## config.mk

```make
export PLATFORM = sky130hd
export DESIGN_NAME = if_stage
export DESIGN_NICKNAME = d
export VERILOG_FILES = /design/src/rtl/if_stage_pkg.sv /design/src/rtl/if_stage_fetch_fifo.sv /design/src/rtl/if_stage.sv
export SDC_FILE = /design/constraint.sdc
export NUM_CORES = 1
export LEC_CHECK = 0
export ABC_AREA = 1
export CELL_PAD_IN_SITES_DETAIL_PLACEMENT = 0
export CELL_PAD_IN_SITES_GLOBAL_PLACEMENT = 1
export CORE_MARGIN = 4
export CORE_UTILIZATION = 35
export CTS_BUF_LIST = sky130_fd_sc_hd__clkbuf_8
export DETAILED_ROUTE_END_ITERATION = 8
export PLACE_DENSITY_LB_ADDON = 0.1
export SLEW_MARGIN = 15
export SYNTH_ARGS = -nofsm -noshare
export SYNTH_HDL_FRONTEND = slang
export SYNTH_SLANG_ARGS = --single-unit
```

## constraint.sdc

```tcl
create_clock -name i_clk -period 6.5 [get_ports i_clk]
set_input_delay 1.3 -clock i_clk [delete_from_list [all_inputs] [get_ports i_clk]]
set_output_delay 1.3 -clock i_clk [all_outputs]
set_load 0.02 [all_outputs]
```

## src/rtl/if_stage_pkg.sv

```systemverilog
// ---------------------------------------------------------------------------
// if_stage_pkg
// Shared definitions for the instruction-fetch stage and its fetch buffer.
// Contents:
//   XLEN              datapath width (32)
//   DEFAULT_RESET_PC  PC of the first fetch after reset
//   DEFAULT_NOP_INST  bubble instruction (addi x0,x0,0)
//   fetch_state_e     fetch FSM encodings (IDLE / FETCH / DRAIN)
//   fetch_entry_t     one buffered fetch: {pc, inst}
//   wordAlign()       clears the byte-offset bits of an address
// ---------------------------------------------------------------------------
package if_stage_pkg;

  localparam int XLEN = 32;

  localparam logic [XLEN-1:0] DEFAULT_RESET_PC = 32'h0000_0000;
  localparam logic [XLEN-1:0] DEFAULT_NOP_INST = 32'h0000_0013;

  typedef enum logic [1:0] {
    ST_IDLE  = 2'd0,
    ST_FETCH = 2'd1,
    ST_DRAIN = 2'd2
  } fetch_state_e;

  typedef struct packed {
    logic [XLEN-1:0] pc;
    logic [XLEN-1:0] inst;
  } fetch_entry_t;

  // Instruction addresses are always word aligned, so the low two bits of
  // any externally supplied target are simply dropped.
  function automatic logic [XLEN-1:0] wordAlign(input logic [XLEN-1:0] addr);
    return {addr[XLEN-1:2], 2'b00};
  endfunction

endpackage

```

## src/rtl/if_stage_fetch_fifo.sv

```systemverilog
// ---------------------------------------------------------------------------
// fetch_fifo
// Small circular buffer holding fetched {pc, inst} words between the memory
// port and the IF/ID register.
// Ports:
//   i_clk, i_rst_n   clock, synchronous active-low reset
//   i_push           write i_pushData (ignored when full unless popping too)
//   i_pop            drop the head entry (ignored when empty)
//   i_clear          empty the buffer; takes priority over push/pop
//   i_pushData       entry to write
//   o_headData       oldest entry (meaningless when o_empty)
//   o_count          number of valid entries, 0..DEPTH
//   o_empty          no valid entries
// ---------------------------------------------------------------------------
module fetch_fifo
  import if_stage_pkg::*;
#(
  parameter  int DEPTH = 2,
  localparam int PtrW  = $clog2(DEPTH),
  localparam int CntW  = PtrW + 1
) (
  input  logic            i_clk,
  input  logic            i_rst_n,
  input  logic            i_push,
  input  logic            i_pop,
  input  logic            i_clear,
  input  fetch_entry_t    i_pushData,
  output fetch_entry_t    o_headData,
  output logic [CntW-1:0] o_count,
  output logic            o_empty
);

  fetch_entry_t    r_mem [DEPTH];
  logic [PtrW-1:0] r_wrPtr;
  logic [PtrW-1:0] r_rdPtr;
  logic [CntW-1:0] r_count;

  logic w_full;
  logic w_empty;
  logic w_doPush;
  logic w_doPop;

  // A push into a full buffer is still legal when the head leaves on the
  // same edge, which is what lets the stage sustain one word per cycle.
  always_comb begin
    w_full   = (r_count == CntW'(DEPTH));
    w_empty  = (r_count == '0);
    w_doPop  = i_pop && !w_empty;
    w_doPush = i_push && (!w_full || w_doPop);
  end

  // Storage is left without reset: only entries below r_count are ever read.
  always_ff @(posedge i_clk) begin
    if (w_doPush && !i_clear) begin
      r_mem[r_wrPtr] <= i_pushData;
    end
  end

  // Pointers wrap naturally because DEPTH is a power of two; clear simply
  // rewinds everything to the empty state.
  always_ff @(posedge i_clk) begin
    if (!i_rst_n || i_clear) begin
      r_wrPtr <= '0;
      r_rdPtr <= '0;
      r_count <= '0;
    end else begin
      if (w_doPush) begin
        r_wrPtr <= r_wrPtr + PtrW'(1);
      end
      if (w_doPop) begin
        r_rdPtr <= r_rdPtr + PtrW'(1);
      end
      unique case ({w_doPush, w_doPop})
        2'b10:   r_count <= r_count + CntW'(1);
        2'b01:   r_count <= r_count - CntW'(1);
        default: r_count <= r_count;
      endcase
    end
  end

  assign o_headData = r_mem[r_rdPtr];
  assign o_count    = r_count;
  assign o_empty    = w_empty;

endmodule

```

## src/rtl/if_stage.sv

```systemverilog
// ---------------------------------------------------------------------------
// if_stage
// Instruction-fetch stage with the IF/ID pipeline register. Owns the PC,
// runs a req/ack instruction-memory port, buffers fetched words in a small
// FIFO, holds on decode stall and flushes/refetches on an EX redirect.
// Ports:
//   i_clk, i_rst_n        clock, synchronous active-low reset
//   o_imem_req            fetch request, held with stable o_imem_addr until ack
//   o_imem_addr           word-aligned fetch address
//   i_imem_ack            request complete, i_imem_rdata valid this cycle
//   i_imem_rdata          fetched instruction
//   i_id_stall_req        decode stall: hold the IF/ID register
//   i_redirect_valid      taken branch/jump: flush and refetch
//   i_redirect_pc         redirect target (low two bits ignored)
//   o_if_id_valid         IF/ID holds a real instruction
//   o_if_id_inst          instruction to decode, NOP_INST when invalid
//   o_if_id_pc            PC of o_if_id_inst, 0 when invalid
// ---------------------------------------------------------------------------
module if_stage
  import if_stage_pkg::*;
#(
  parameter logic [XLEN-1:0] RESET_PC   = DEFAULT_RESET_PC,
  parameter int              FIFO_DEPTH = 2,
  parameter logic [XLEN-1:0] NOP_INST   = DEFAULT_NOP_INST
) (
  input  logic            i_clk,
  input  logic            i_rst_n,
  output logic            o_imem_req,
  output logic [XLEN-1:0] o_imem_addr,
  input  logic            i_imem_ack,
  input  logic [XLEN-1:0] i_imem_rdata,
  input  logic            i_id_stall_req,
  input  logic            i_redirect_valid,
  input  logic [XLEN-1:0] i_redirect_pc,
  output logic            o_if_id_valid,
  output logic [XLEN-1:0] o_if_id_inst,
  output logic [XLEN-1:0] o_if_id_pc
);

  localparam int              CntW         = $clog2(FIFO_DEPTH) + 1;
  localparam logic [CntW-1:0] FifoDepthCnt = CntW'(FIFO_DEPTH);

  fetch_state_e    r_state;
  fetch_state_e    w_stateNext;
  logic [XLEN-1:0] r_pc;
  logic [XLEN-1:0] r_savedTarget;
  logic            r_pending;

  logic            r_ifIdValid;
  logic [XLEN-1:0] r_ifIdInst;
  logic [XLEN-1:0] r_ifIdPc;

  logic            w_imemReq;
  logic            w_ack;
  logic            w_redirectHold;
  logic [XLEN-1:0] w_redirectTarget;

  logic            w_fifoPush;
  logic            w_fifoPop;
  logic            w_fifoEmpty;
  logic [CntW-1:0] w_fifoCount;
  fetch_entry_t    w_fifoHead;
  fetch_entry_t    w_pushEntry;

  // An ack only counts while we are actually requesting; a stray ack (for
  // example the first cycle after reset, in IDLE) is ignored.
  // A redirect that lands while a request is outstanding and not yet acked
  // cannot abandon that request, so the FSM has to drain it first.
  always_comb begin
    w_ack            = w_imemReq && i_imem_ack;
    w_redirectTarget = wordAlign(i_redirect_pc);
    w_redirectHold   = (r_state == ST_FETCH) && i_redirect_valid &&
                       w_imemReq && !i_imem_ack;
  end

  // Fetch FSM state register.
  always_ff @(posedge i_clk) begin
    if (!i_rst_n) begin
      r_state <= ST_IDLE;
    end else begin
      r_state <= w_stateNext;
    end
  end

  // Fetch FSM next-state logic.
  always_comb begin
    w_stateNext = r_state;
    unique case (r_state)
      ST_IDLE:  w_stateNext = ST_FETCH;
      ST_FETCH: if (w_redirectHold) w_stateNext = ST_DRAIN;
      ST_DRAIN: if (w_ack)          w_stateNext = ST_FETCH;
      default:  w_stateNext = ST_IDLE;
    endcase
  end

  // Fetch FSM outputs. A new request is only started while the buffer has
  // room, but once raised it stays up until acked (r_pending), so a full
  // buffer never strands an in-flight fetch. DRAIN keeps the old request up.
  always_comb begin
    w_imemReq = 1'b0;
    unique case (r_state)
      ST_FETCH: w_imemReq = (w_fifoCount < FifoDepthCnt) || r_pending;
      ST_DRAIN: w_imemReq = 1'b1;
      default:  w_imemReq = 1'b0;
    endcase
  end

  // PC, outstanding-request flag and saved redirect target. The PC doubles
  // as the memory address, so it must not move while a request is pending;
  // in DRAIN the new target waits in r_savedTarget until the old ack returns.
  always_ff @(posedge i_clk) begin
    if (!i_rst_n) begin
      r_pc          <= RESET_PC;
      r_savedTarget <= RESET_PC;
      r_pending     <= 1'b0;
    end else begin
      unique case (r_state)
        ST_FETCH: begin
          if (w_redirectHold) begin
            r_savedTarget <= w_redirectTarget;
            r_pending     <= 1'b1;
          end else if (i_redirect_valid) begin
            r_pc      <= w_redirectTarget;
            r_pending <= 1'b0;
          end else begin
            r_pending <= w_imemReq && !w_ack;
            if (w_ack) begin
              r_pc <= r_pc + XLEN'(4);
            end
          end
        end
        ST_DRAIN: begin
          if (i_redirect_valid) begin
            r_savedTarget <= w_redirectTarget;
          end
          if (w_ack) begin
            r_pc      <= i_redirect_valid ? w_redirectTarget : r_savedTarget;
            r_pending <= 1'b0;
          end
        end
        default: r_pending <= 1'b0;
      endcase
    end
  end

  // Buffer control: only acks accepted in FETCH without a redirect are kept;
  // every redirect flushes the buffer; the head leaves whenever IF/ID loads.
  always_comb begin
    w_fifoPush       = (r_state == ST_FETCH) && w_ack && !i_redirect_valid;
    w_fifoPop        = !i_redirect_valid && !i_id_stall_req && !w_fifoEmpty;
    w_pushEntry.pc   = r_pc;
    w_pushEntry.inst = i_imem_rdata;
  end

  fetch_fifo #(
    .DEPTH (FIFO_DEPTH)
  ) u_fetchFifo (
    .i_clk      (i_clk),
    .i_rst_n    (i_rst_n),
    .i_push     (w_fifoPush),
    .i_pop      (w_fifoPop),
    .i_clear    (i_redirect_valid),
    .i_pushData (w_pushEntry),
    .o_headData (w_fifoHead),
    .o_count    (w_fifoCount),
    .o_empty    (w_fifoEmpty)
  );

  // IF/ID register. A redirect always inserts a bubble even under stall,
  // because the held instruction belongs to the squashed path. There is no
  // bypass from the memory port: words always pass through the buffer.
  always_ff @(posedge i_clk) begin
    if (!i_rst_n || i_redirect_valid) begin
      r_ifIdValid <= 1'b0;
      r_ifIdInst  <= NOP_INST;
      r_ifIdPc    <= '0;
    end else if (i_id_stall_req) begin
      r_ifIdValid <= r_ifIdValid;
      r_ifIdInst  <= r_ifIdInst;
      r_ifIdPc    <= r_ifIdPc;
    end else if (!w_fifoEmpty) begin
      r_ifIdValid <= 1'b1;
      r_ifIdInst  <= w_fifoHead.inst;
      r_ifIdPc    <= w_fifoHead.pc;
    end else begin
      r_ifIdValid <= 1'b0;
      r_ifIdInst  <= NOP_INST;
      r_ifIdPc    <= '0;
    end
  end

  assign o_imem_req    = w_imemReq;
  assign o_imem_addr   = r_pc;
  assign o_if_id_valid = r_ifIdValid;
  assign o_if_id_inst  = r_ifIdInst;
  assign o_if_id_pc    = r_ifIdPc;

endmodule
```

==> results of run 1 <==
## cells by family (layout without fill, tap and decap cells)
group | Yosys count | count (layout) | synth area share, %
compound gates | 166 | 166 | 7.60
xor+xnor | 3 | 3 | 0.233
fa+ha+maj | 6 | 6 | 0.665
buf+inv | 135 | 333 | 5.25
flops | 265 | 265 | 58.3
mux | 64 | 64 | 6.38
other cells | 0 | 1 | 0
simple gates | 578 | 578 | 21.5
## layer usage
layer	GRT usage (%)	vias up	share of wire [%]
met1	23.7	4096	46
li1	-	4395	-
met5	0	-	0
met2	27.2	204	46
met4	5.82	0	2.7
met3	3.44	45	4.8
## synthesized netlist by cell type, types with 4 or more instances
| cell type | n |
|---|---|
| nand2_1 | 345 |
| dfxtp_1 | 137 |
| edfxtp_1 | 128 |
| nor2_1 | 125 |
| a21oi_1 | 115 |
| inv_1 | 70 |
| nand3_1 | 67 |
| mux2_2 | 64 |
| clkbuf_1 | 35 |
| o21ai_1 | 28 |
| buf_2 | 12 |
| nand4_1 | 12 |
| o21ai_0 | 12 |
| buf_6 | 8 |
| nand2_2 | 7 |
| nor3_1 | 7 |
| ha_1 | 6 |
| inv_2 | 4 |
## power by group
part,internal [uW],switching [uW]
sequential,1830,90.7
clock,729,684
combinational,185,290
## metrics by stage
| step | instance area [um2] | hold slack [ps] | setup slack, ps | instances | power (uW) |
|---|---|---|---|---|---|
| 6_report | 14100 | 455 | 2350 | 1818 | 3810 |
| 5_1_grt | 14100 | 477 | 2170 | 1818 | 4020 |
| 4_1_cts | 14100 | 462 | 2300 | 1817 | 3870 |
| 3_5_place_dp | 13200 | 455 | 2150 | 1731 | 2440 |
| 3_3_place_gp | 13200 | 446 | 2170 | 1731 | 2430 |
| 2_1_floorplan | 11300 | 438 | 1350 | 1217 | 2230 |
## area by class of cell
type,count,share of cell area [%]
Timing Repair Buffer,172,12.1
Sequential cell,265,46.8
Tap cell,402,3.57
Clock inverter,35,1.15
Antenna cell,1,0.0178
Clock buffer,51,4.99
Multi-Input combinational cell,817,29.4
Inverter,75,2.00
## registers in the layout (all words and copies together) (netlist names), named ones only
signal and cells:
u_fetchFifo.r_mem 128, o_if_id_inst 32, o_if_id_pc 32, o_imem_addr 32, r_savedTarget 32, r_state 2
u_fetchFifo.o_count 2, o_if_id_valid 1, r_pending 1, u_fetchFifo.r_rdPtr 1, u_fetchFifo.r_wrPtr 1
## worst max-delay path by stage
| stage | start | end | slack, ps | cells after the start |
|---|---|---|---|---|
| finish | r_state[0] | o_imem_req | 2350 | 7 |
| global route | r_state[0] | o_imem_req | 2170 | 7 |
| floorplan | i_id_stall_req | u_fetchFifo.r_mem[0][0] | 1350 | 6 |
| global placement | i_redirect_valid | u_fetchFifo.r_mem[1][26] | 2170 | 7 |
| CTS | r_state[0] | o_imem_req | 2300 | 7 |
| detailed placement | i_redirect_valid | u_fetchFifo.r_mem[1][26] | 2150 | 7 |
## worst max-delay path, delay by kind of cell, from the launching register on
kind | cells | cell delay (ps)
buffers and inverters | 3 | 760
flip-flops | 1 | 330
adder cells (fa/ha/maj) | 1 | 750
AND/OR/NAND/NOR | 3 | 450
==> metrics.txt, run 1 <==
DIE AREA=35200 um2; status=completed; Seq/Total Area, Yosys=roughly 58%; core area=31700 um2; Rows=65; I/O pin count=167; P&R area growth vs syn=24.7%; # H-tree levels=2; FF-to-FF path depth=9; leading area contributor after synthesis=edfxtp_1; Hold-fix buffers, CTS=0; die height=188 um; clock sinks=265; hold endpoint=o_imem_addr[1]; Post-Syn Area per Cell=9.28 um2; utilization after layout=44.4%; Num CTS Buffers=47; Hold Crit Start=r_savedTarget[1]; Reg2Reg Setup Slack=roughly 3000 ps; Min Clock Period, post-route=4150 ps; Critical Path Most Common Cell=inv_1; Yosys Warn Count=0; NumNets Final=1453; Finish-stage setup viols=0; Leak Pwr=0.00512 uW; hpwl dp=19200 um; DIE WIDTH=188 um; grt ovf=0; Fin Setup TNS=0 ps; RSZ-0062 raised after global routing=false; Placer Congestion=0.779; Total GRT Usage=17.2%; top-area cell type share of the netlist area=34.0%; DR WL/cell=17.0 um; Root Driver=clkbuf_8; drt pass-1 iters=5; Slowest cell on crit path=ha_2; Fin Clk Skew=27.0 ps; Tightest Pin Transition=947 ps; Synth Instances=1217; commonest non-fill, non-tap cells in the layout=nand2_1, clkdlybuf4s50_1, dfxtp_1, edfxtp_1, nor2_1; drt drc=0; Hold Path Class=register to register; FF+latch count, synth=265; CP endpoint kind=output pin; share of post-route cells with drive strength above 1=a little under an eighth; clock-pin transition on the worst setup and hold timing paths=60 ps; vias per cell=~4.8; CP peak stage delay=between 700 and 800 ps; CP Class=register to output pin; Antenna Violating Nets Remaining=0; Register Area=6590 um2; final number of hold-violating endpoints=0; vias in the first global route=~8.5k; Post-synth EDFFs=128; first-pass GRT wire length=between 40000 and 50000 um; fin crit share=63.9%; ranking of synthesized cells by area=edfxtp_1, dfxtp_1, nand2_1; Max Cap Viol=0; area of the multi-input gates=approximately 4100 um2; commonest non-fill, non-tap cell in the layout=nand2_1; largest net degree at the start of global routing=65; Setup Buffers After CTS=0; vias=8740; fraction of registers with async set/reset=0%; Req. time, crit path=5200 ps; RR Endpoint=u_fetchFifo.r_mem[1][41]; f_max=0.241 GHz; Max-slew headroom=between 30 and 40%; Worst Hold Depth=2; Max FO, Critical Path=36; Post-Syn Area=11300 um2; fillers=approximately 3.2k; CTS max path bufs=3; Main synth FF type=dfxtp_1; PostCTS Resize Cnt=0; Worst setup SP type=register; routed wire length=30900 um; max-slew violations=0; CP arrival=2850 ps; syn_nets=about 1.3k; initial antenna violation count=1; Reg2Reg Launch Point=r_state[0]; Pwr per Cell Area=270 nW/um2; Worst IR Drop VDD=approximately 0.14 mV; CP cell instances=inv_1, ha_2, nor2_2, nor2_8, nand2_1, inv_1, clkdlybuf4s50_1; IO buf count=164; Skew-Pair Late Insertion Delay=560 ps; CTS tree=yes; Initial Util=35.6%; Synth cell types=38; initial DRC count=520
No activity file was read; power rests on OpenSTA's default activity.
==> run 2, diff against run 1 <==
clock period = 4.2 ns   (was 6.5 ns; I/O delays follow)
==> run 2 against run 1 <==
Critical path depth stayed put. Non-clock buffer count rose by 8. Global-route usage increased by 0.075 points. Clock power is 57% higher.
==> metrics.txt, run 2 (synthesized netlist as in run 1, its figures left out) <==
final number of hold-violating endpoints=0; # H-tree levels=2; Min Clock Period, post-route=3540 ps; commonest non-fill, non-tap cell in the layout=nand2_1; I/O pin count=167; Slowest cell on crit path=ha_1; commonest non-fill, non-tap cells in the layout=nand2_1, clkdlybuf4s50_1, dfxtp_1, edfxtp_1, nor2_1; P&R area growth vs syn=25.5%; Rows=65; Max FO, Critical Path=17; clock-pin transition on the worst setup and hold timing paths=60 ps; clock sinks=265; max-slew violations=0; Reg power frac=50.1%; CTS max path bufs=3; Antenna Violating Nets Remaining=0; CP arrival=2700 ps; hold endpoint=o_if_id_inst[15]; Reg2Reg Launch Point=r_state[0]; NumNets Final=1461; Largest Register=u_fetchFifo.r_mem; largest net degree at the start of global routing=65; RSZ-0062 raised after global routing=false; DIE WIDTH=188 um; routed wire length=30500 um; core area=between 30000 and 40000 um2; Hold-fix buffers, CTS=0; Tightest Pin Transition=950 ps; drt drc=0; CP Class=register to output pin; CTS tree=yes; grt ovf=0; DR WL/cell=16.7 um; Total GRT Usage=between 15 and 20%; sw frac=27.8%; share of post-route cells with drive strength above 1=11.9%; Clock power frac=37.3%; Fin Clk Skew=between 20 and 30 ps; PostCTS Resize Cnt=0; RR Endpoint=u_fetchFifo.r_mem[1][3]; DIE AREA=approximately 35000 um2; vias in the first global route=8822; Largest register FFs=128; die height=188 um; hpwl dp=19500 um; Min Hold Slack=462 ps; Worst IR Drop VDD=between 0.15 and 0.2 mV; Max Cap Viol=0; Req. time, crit path=~3400 ps; FF-to-FF path depth=9; Finish-stage setup viols=0; Reg2Reg Setup Slack=1240 ps; utilization after layout=44.7%; status=completed; Skew-Pair Late Insertion Delay=between 500 and 600 ps; Critical Path Most Common Cell=inv_1; drt pass-1 iters=5; vias=about 8.7k; Comb pwr share=12.6%; Initial Util=35.6%; initial DRC count=489; Pwr per Cell Area=418 nW/um2; Root Driver=clkbuf_8; Worst Hold Depth=2; Leak Pwr=about 0.0052 uW; f_max=0.282 GHz; fillers=between 3k and 4k; area of the multi-input gates=4130 um2; fin crit share=84.3%; CP peak stage delay=about 650 ps; initial antenna violation count=0; Fin Setup TNS=0 ps; Psw=1640 uW; Placer Congestion=0.811; Hold Path Class=register to register; Max-slew headroom=roughly 37%; first-pass GRT wire length=around 49000 um; Worst setup SP type=register; Num CTS Buffers=47; IO buf count=164; Setup Buffers After CTS=0; Register Area=approximately 6600 um2; CP endpoint kind=output pin; CP cell instances=inv_1, ha_1, inv_2, nand3_2, nand2_1, inv_1, clkdlybuf4s50_1; internal power=around 4300 uW; vias per cell=approximately 4.8; number of diodes=0; Hold Crit Start=o_if_id_inst[15]
==> run 2: per-layer routing <==
layer | track usage [%] | wire length (um) | vias to the layer above
li1 | - | - | 4410
met1 | 22.9 | 13900 | 4007
met2 | 28.7 | 14300 | 214
met3 | 3.09 | 1380 | 58
met4 | 5.90 | 942 | 0
met5 | 0 | 0 | -
==> run 2: final cells by class <==
| class | instances | area share [%] |
|---|---|---|
| Tap cell | 402 | 3.55 |
| Multi-Input combinational cell | 817 | 29.2 |
| Clock buffer | 53 | 5.15 |
| Sequential cell | 265 | 46.5 |
| Timing Repair Buffer | 180 | 12.6 |
| Inverter | 75 | 1.99 |
| Clock inverter | 34 | 1.04 |
==> run 2: worst max-delay path by stage <==
| stage | startpoint | endpoint | slack, ps | cells after the start |
|---|---|---|---|---|
| finish | r_state[0] | o_imem_req | 660 | 7 |
| detailed placement | i_redirect_valid | o_imem_addr[3] | 900 | 10 |
| CTS | r_state[0] | o_imem_req | 610 | 7 |
| floorplan | i_id_stall_req | u_fetchFifo.r_mem[0][0] | 570 | 6 |
| global placement | i_redirect_valid | o_imem_addr[3] | 940 | 10 |
| global route | r_state[0] | o_imem_req | 460 | 7 |
==> run 2: through the flow <==
step	cell area, um2	std cells	power, uW	worst slack (ps)
3_3_place_gp	13300	1739	3770	939
4_1_cts	14200	1826	6030	605
6_report	14200	1826	5920	660
5_1_grt	14200	1826	6240	461
2_1_floorplan	11300	1217	3450	574
3_5_place_dp	13300	1739	3780	899
==> run 2: worst max-delay path, delay by kind of cell (launching register included) <==
kind          cells  cell delay, ps
buf+inv           4             900
fa+ha+maj         1             650
flops             1             330
simple gates      2             290
==> run 2: power by group through the flow <==
stage | combinational [uW] | clock (uW) | sequential, uW
after global placement | 753 | 0 | 3020
final | 747 | 2210 | 2970
after global routing | 836 | 2420 | 2990
after floorplan | 424 | 0 | 3020
after CTS | 757 | 2300 | 2970
after detailed placement | 753 | 0 | 3020
